`config.mk`:
```
export PLATFORM = sky130hd
export DESIGN_NAME = duty_pwm_gen
export DESIGN_NICKNAME = d
export VERILOG_FILES = /design/src/rtl/duty_pwm_pkg.sv /design/src/rtl/duty_pwm_chan.sv /design/src/rtl/duty_pwm_gen.sv
export SDC_FILE = /design/constraint.sdc
export NUM_CORES = 1
export LEC_CHECK = 0
export CAP_MARGIN = 5
export CORE_AREA = 3 3 88 69
export DETAILED_ROUTE_END_ITERATION = 12
export DIE_AREA = 0 0 91 72
export PLACE_DENSITY_LB_ADDON = 0.15
export SLEW_MARGIN = 15
export SYNTH_ARGS = -nofsm -noshare
export SYNTH_HDL_FRONTEND = slang
export SYNTH_SLANG_ARGS = --single-unit
```
`constraint.sdc`:
```
create_clock -name clk -period 2.59 [get_ports clk]
set_clock_uncertainty 0.15 [all_clocks]
set_input_delay 0.518 -clock clk [delete_from_list [all_inputs] [get_ports clk]]
set_output_delay 0.518 -clock clk [all_outputs]
set_load 0.02 [all_outputs]
```
`src/rtl/duty_pwm_pkg.sv`:
```
// ----------------------------------------------------------------------------
// duty_pwm_pkg : shared width helper, duty clamp and duty-code type
// Rev 1.0
// ----------------------------------------------------------------------------
`default_nettype none

package duty_pwm_pkg;

    localparam int DUTY_MAX_W = 16;

    // Wide container so the clamp works for any configured code width.
    typedef logic [DUTY_MAX_W-1:0] duty_code_t;

    function automatic int dw_f(input int period);
        return $clog2(period + 1);
    endfunction

    function automatic duty_code_t sat_duty(input duty_code_t duty, input duty_code_t period);
        return (duty > period) ? period : duty;
    endfunction

endpackage

`default_nettype wire

```
`src/rtl/duty_pwm_chan.sv`:
```
// ----------------------------------------------------------------------------
// duty_pwm_chan : one PWM channel with shadow/active duty and registered output
// Rev 1.0
// ----------------------------------------------------------------------------
`default_nettype none

module duty_pwm_chan
    import duty_pwm_pkg::*;
#(
    parameter int PERIOD    = 16,
    parameter int DW        = 5,
    parameter int DUTY_INIT = 8,
    parameter int PHASE     = 0
) (
    input  logic          clk,
    input  logic          rst,
    input  logic          en,
    input  logic          wrap,
    input  logic          wr,
    input  logic [DW-1:0] duty,
    input  logic [DW-1:0] cnt,
    output logic          pending,
    output logic          out
);

    logic [DW-1:0] shadow;
    logic [DW-1:0] active;
    logic [DW:0]   phase_sum;
    logic [DW-1:0] phase_cnt;
    logic [DW-1:0] duty_sat;

    assign duty_sat = DW'(sat_duty(duty_code_t'(duty), duty_code_t'(PERIOD)));

    always_comb begin
        phase_sum = {1'b0, cnt} + (DW+1)'(PHASE);
        phase_cnt = phase_sum[DW-1:0];
        if (phase_sum >= (DW+1)'(PERIOD)) begin
            phase_cnt = DW'(phase_sum - (DW+1)'(PERIOD));
        end
    end

    // A write landing on the boundary bypasses the shadow and goes live directly.
    always_ff @(posedge clk) begin
        if (rst) begin
            shadow  <= '0;
            active  <= DW'(DUTY_INIT);
            pending <= 1'b0;
            out     <= 1'b0;
        end else begin
            if (wrap) begin
                pending <= 1'b0;
                if (wr) begin
                    active <= duty_sat;
                end else if (pending) begin
                    active <= shadow;
                end
            end else if (wr) begin
                shadow  <= duty_sat;
                pending <= 1'b1;
            end
            out <= en && (phase_cnt < active);
        end
    end

endmodule

`default_nettype wire

```
`src/rtl/duty_pwm_gen.sv`:
```
// ----------------------------------------------------------------------------
// duty_pwm_gen : multi-channel duty-code to PWM/clock generator, shared counter
// Optional: DUTY_PWM_PHASE_STAGGER_EN staggers channel phases across the period
// Rev 1.0
// ----------------------------------------------------------------------------
`default_nettype none

module duty_pwm_gen
    import duty_pwm_pkg::*;
#(
    parameter int N_CH      = 4,
    parameter int PERIOD    = 16,
    parameter int DW        = dw_f(PERIOD),
    parameter int DUTY_INIT = PERIOD / 2,
    localparam int CHW      = (N_CH > 1) ? $clog2(N_CH) : 1
) (
    input  logic            clk,
    input  logic            rst,
    input  logic            en,
    input  logic            in_valid,
    output logic            in_ready,
    input  logic [CHW-1:0]  in_ch,
    input  logic [DW-1:0]   in_duty,
    output logic [N_CH-1:0] out,
    output logic            period_start
);

    logic [DW-1:0]   cnt;
    logic            wrap;
    logic [N_CH-1:0] pending;
    logic [N_CH-1:0] wr;

    // Disabled cycles count as boundaries so writes made while idle go live.
    assign wrap = !en || (cnt == DW'(PERIOD - 1));

    always_comb begin
        in_ready = 1'b1;
        wr       = '0;
        for (int i = 0; i < N_CH; i++) begin
            if (in_ch == CHW'(i)) begin
                in_ready = !pending[i];
            end
        end
        for (int i = 0; i < N_CH; i++) begin
            wr[i] = in_valid && in_ready && (in_ch == CHW'(i));
        end
    end

    always_ff @(posedge clk) begin
        if (rst) begin
            cnt          <= '0;
            period_start <= 1'b0;
        end else begin
            period_start <= en && (cnt == '0);
            if (wrap) begin
                cnt <= '0;
            end else begin
                cnt <= cnt + 1'b1;
            end
        end
    end

    for (genvar i = 0; i < N_CH; i++) begin : g_chan
`ifdef DUTY_PWM_PHASE_STAGGER_EN
        localparam int CH_PHASE = (i * PERIOD / N_CH) % PERIOD;
`else
        localparam int CH_PHASE = 0;
`endif
        duty_pwm_chan #(
            .PERIOD    (PERIOD),
            .DW        (DW),
            .DUTY_INIT (DUTY_INIT),
            .PHASE     (CH_PHASE)
        ) u_chan (
            .clk     (clk),
            .rst     (rst),
            .en      (en),
            .wrap    (wrap),
            .wr      (wr[i]),
            .duty    (in_duty),
            .cnt     (cnt),
            .pending (pending[i]),
            .out     (out[i])
        );
    end

endmodule

`default_nettype wire
```
# After elaboration in Yosys (flattened, before gate mapping)
# Index checks and enable logic that the tools add are counted.
dict set report word_totals {
  reg_bits 54
  output_inout_bits 6
  word_cells 76
}
dict set report op_classes {
  add_sub_neg 2
  n_lt_le_gt_ge 6
  eq_ne 4
  mux 14
  n_bitwise 1
  n_reduce_logical 31
}
# op count
set op_table {}
lappend op_table {{5-bit two-way mux} 10}
lappend op_table {{5-bit < comparator} 4}
lappend op_table {{2-bit AND reduction} 8}
lappend op_table {{1-bit logical AND} 10}
lappend op_table {{2-bit nonzero test} 4}
lappend op_table {{5-bit by 1-bit adder with 5-bit output (second input constant)} 1}
lappend op_table {{5-bit by 4-bit == test with 1-bit output (second input constant)} 1}
lappend op_table {{5-bit greater-or-equal comparator (second input constant)} 1}
lappend op_table {{5-bit greater-than comparator (second input constant)} 1}
lappend op_table {{1-bit logical NOT} 5}
lappend op_table {{5-bit logical NOT} 1}
lappend op_table {{5-bit subtractor (second input constant)} 1}
lappend op_table {{2-bit == test (second input constant)} 2}
lappend op_table {{1-bit two-way mux} 4}
lappend op_table {{2-bit by 1-bit == test with 1-bit output (second input constant)} 1}
lappend op_table {{2-bit logical NOT} 1}
lappend op_table {{2-bit OR reduction} 1}
lappend op_table {{1-bit logical OR} 1}
lappend op_table {{1-bit inverter} 1}

# Longest topological paths before layout
dict set report logic_depth {
  depth_word 9
  mapped_depth 8
  mapped_depth_nobuf 6
}

# By module
# Synthesis repeated with hierarchy kept, for this count alone.
dict set report hier_totals {
  cells_unflattened 302
  area_unflattened_um2 2817.7
}
# module instances cells_each area_each_um2 seq_area_each_um2
set modules_own_cells {}
lappend modules_own_cells {duty_pwm_chan 4 67 621.8 240.2}
lappend modules_own_cells {duty_pwm_gen 1 34 330.3 120.1}

# Worst setup path before layout
# No wires, ideal clock.
dict set report synth_timing {
  kind {in2out}
  from {in in_ch[1]}
  to {out in_ready}
  t_arrival_ns 1.320
  path_slack_ns 0.602
  cell_stages 3
  path_buffers 1
  path_cell_list {buf_2 mux4_2 inv_1}
}
dict set report synth_via {
  elab_chain_cells 5
}
# item line_no
set synth_lines {}
lappend synth_lines {{start: declaration} duty_pwm_gen.sv:22} ;# input logic [CHW-1:0] in_ch,
lappend synth_lines {{2-bit logical NOT} duty_pwm_gen.sv:40} ;# if (in_ch == CHW'(i)) begin
lappend synth_lines {{1-bit two-way mux (3 in series)} duty_pwm_gen.sv:40}
lappend synth_lines {{1-bit two-way mux *} duty_pwm_gen.sv:40}
lappend synth_lines {{end: declaration} duty_pwm_gen.sv:21} ;# output logic in_ready,
# Mark *: on every way between the ends. The rest lies on a longest branch, timed or not.

# Final worst setup path
# Same ends and word-level chain as after synthesis.

==> results.yml <==
logic_synthesis:
  synth_edf_count: 0
  synthMostInstantiatedCell: "nand3_1"
  synthTopCellsByCount: "62 x nand3_1, 54 x dfxtp_1, 26 x a21oi_1, 26 x nand2_1, 23 x inv_1"
  ys_warn_count: 0
  synthesis.area_um2: 2905
  syn_area_per_cell_um2: 8.161
  synth_cells: 356
  synthArstFlopShare_pct: 0
  ys_ff_latch: 54
  synth_top_area_share_pct: 37.21
  ys.flop_type: "dfxtp_1"
  ys_seq_area_share_pct: 37.21
  synthTopCellsByArea: "dfxtp_1 37%, nand3_1 11%, ha_1 8.2%"
  ys_types: 40
  yosysTopAreaCell: "dfxtp_1"
timing:
  finalSetupViolCount: 0
  final.min_clock_period_ns: 2.425
  hold_viol: 0
  rsz0062_at_grt: "false"
  whs_ns: 0.3327
  drv_slew: 0
  fmax_mhz: 412.3
  fin_crit_sh_pct: 93.65
  fin_tns_setup_ns: 0
  worst_pin_slew_ns: 0.5312
  relSlewSlack_pct: 64.42
global_routing:
  grt_max_degree: 36
  antenna_found_initial: 0
  grt_pass1_wl_um: 11750
  grt_overflow_total: 0
  grt_pass1_vias: 2481
  grt.total_usage_pct: 21.96
power_and_ir_drop:
  irDropWorstVdd_mv: 0.4418
  leakage_nw: 1.155
  power.density_nw_per_um2: 503.1
drt:
  dr.pass1.iters: 5
  finalWirelength_um: 7030
  drc_errors: 0
  ant_nets: 0
  vias_per_cell: 5.872
  wire_per_inst_um: 15.73
  via_count: 2625
  drt_iter0_drc: 92
placed_design:
  place.gp.congestion: 0.7920
  dp_hpwl_um: 4972
  port_buffers: 16
  dp.cells: 440
floorplan:
  core-area_um2: 5295
  die-area_um2: 6552
  dieHeight_um: 72
  start_util_pct: 54.87
  dieWidth_um: 91
  std_cell_rows: 23
  pin_count: 17
cells_and_area:
  antenna_cells: 0
  num-fill-cells: 510
  layout-drive-gt1-share_pct: 9.140
  utilization_pct: 62.22
  syn_to_final_growth_pct: 13.39
  fin_cells: 447
  nets: 402
clock_network:
  htreeDepth: 2
  cts-hold-fix-buffers: 0
  cts_tree: "built"
  cts-root-buf: "clkbuf_8"
  clk_latency_ns: 0.30
  cts_buffer_depth: 2
  cts_inserted_buffers: 5
  clock_sinks: 54
  cts_setup_buffers: 0
  clkSlewWorstSetupHoldPaths_ns: 0.09
flow_run:
  maxCapViolations: 0
setup_path:
  crit_path_end_kind: "output pin"
  cp_data_required_time_ns: 1.92
  reg2reg_slack_ns: 0.50
  start_kind: "input pin"
  critPathKind: "input pin to output pin"
  worst_ep_arrival_time_ns: 1.76
  crit_fanout: 2
hold_path:
  hp-class: "flip-flop to flip-flop"
outcome:
  status: "finished clean"
## report_power, final
part / switching (mW) / internal, mW
Sequential: 0.0141 / 0.853
Clock: 0.266 / 0.310
Combinational: 0.126 / 0.0896
## through the flow
stage	instance area [um^2]	setup slack (ns)	power [mW]
finish	3294	0.1645	1.657
global route	3294	0.1059	1.722
CTS	3299	0.02098	1.669
detailed placement	3187	-0.2784	1.098
global placement	3187	-0.2457	1.095
floorplan	2917	0.6020	1.022
## final timing paths
check                                          start                                 endpoint  cells past startpoint
max                                         in_ch[1]                                 in_ready                      4
min          g_chan[1].u_chan.shadow[2]$_SDFFE_PP0P_  g_chan[1].u_chan.shadow[2]$_SDFFE_PP0P_                      2
max reg2reg                        cnt[0]$_SDFF_PP0_  g_chan[0].u_chan.active[3]$_SDFFE_PP1P_                      7
min reg2reg  g_chan[1].u_chan.shadow[2]$_SDFFE_PP0P_  g_chan[1].u_chan.shadow[2]$_SDFFE_PP0P_                      2
## cells by family after synthesis
family	count (synthesis)	share of synthesized area [%]
muxes	1	0.7751
xor gates and xnor gates	2	0.6030
adders and majority gates	19	8.183
AOI/OAI and AO/OA	75	16.62
DFF	54	37.21
buffers and inverters	53	8.441
and+or+nand+nor	151	28.04
other	1	0.1291
## routing by layer
metal  share of wire (%)  track usage (%)  vias up
li1                    -                -     1299
met1                  46            29.07     1258
met2                  48            37.85       61
met3                 5.4            3.316        7
met4                0.92            6.020        0
met5                   0                0        -
## flip-flops by register name, summed over array words and instances (netlist names)
| name | count |
|---|---|
| g_chan.u_chan.out | 4 |
| period_start | 1 |
| cnt | 5 |
| g_chan.u_chan.active | 20 |
| g_chan.u_chan.shadow | 20 |
| g_chan.u_chan.pending | 4 |
## worst max-delay path, stage by stage
cell             delay, ns
clkdlybuf4s50_1       0.52
mux4_2                0.50
inv_1                 0.06
clkbuf_2              0.16
## cells in the final DEF (no fill, tap or decap), drive strengths merged, types with 3 or more instances in the layout
master	netlist	layout
a211oi	4	4
a21oi	26	26
a41oi	16	16
and3	3	3
buf	18	20
clkbuf	12	7
clkdlybuf4s50	0	15
conb	1	4
dfxtp	54	54
ha	19	19
inv	23	23
nand2	26	26
nand2b	7	7
nand3	62	62
nor2	17	17
nor2b	8	8
nor3b	6	6
o21ai	20	20
o311a	4	4
o41ai	3	3
or3	4	4
## what timing repair did
item                                    in CTS  in global routing
endpoints found under the hold margin        0                  0
resized for setup                            2                  1
endpoints found under the setup margin       1                  1
## area by class of cell
class | count | area, um^2 | area share (%)
multi-input combinational | 252 | 1590 | 48.27
sequential | 54 | 1081 | 32.81
timing repair buffer | 36 | 330.3 | 10.03
tap | 75 | 93.84 | 2.848
inverter | 23 | 86.33 | 2.621
clock buffer | 6 | 82.58 | 2.507
clock inverter | 1 | 30.03 | 0.9115
Power figures use the tool's default switching activity.
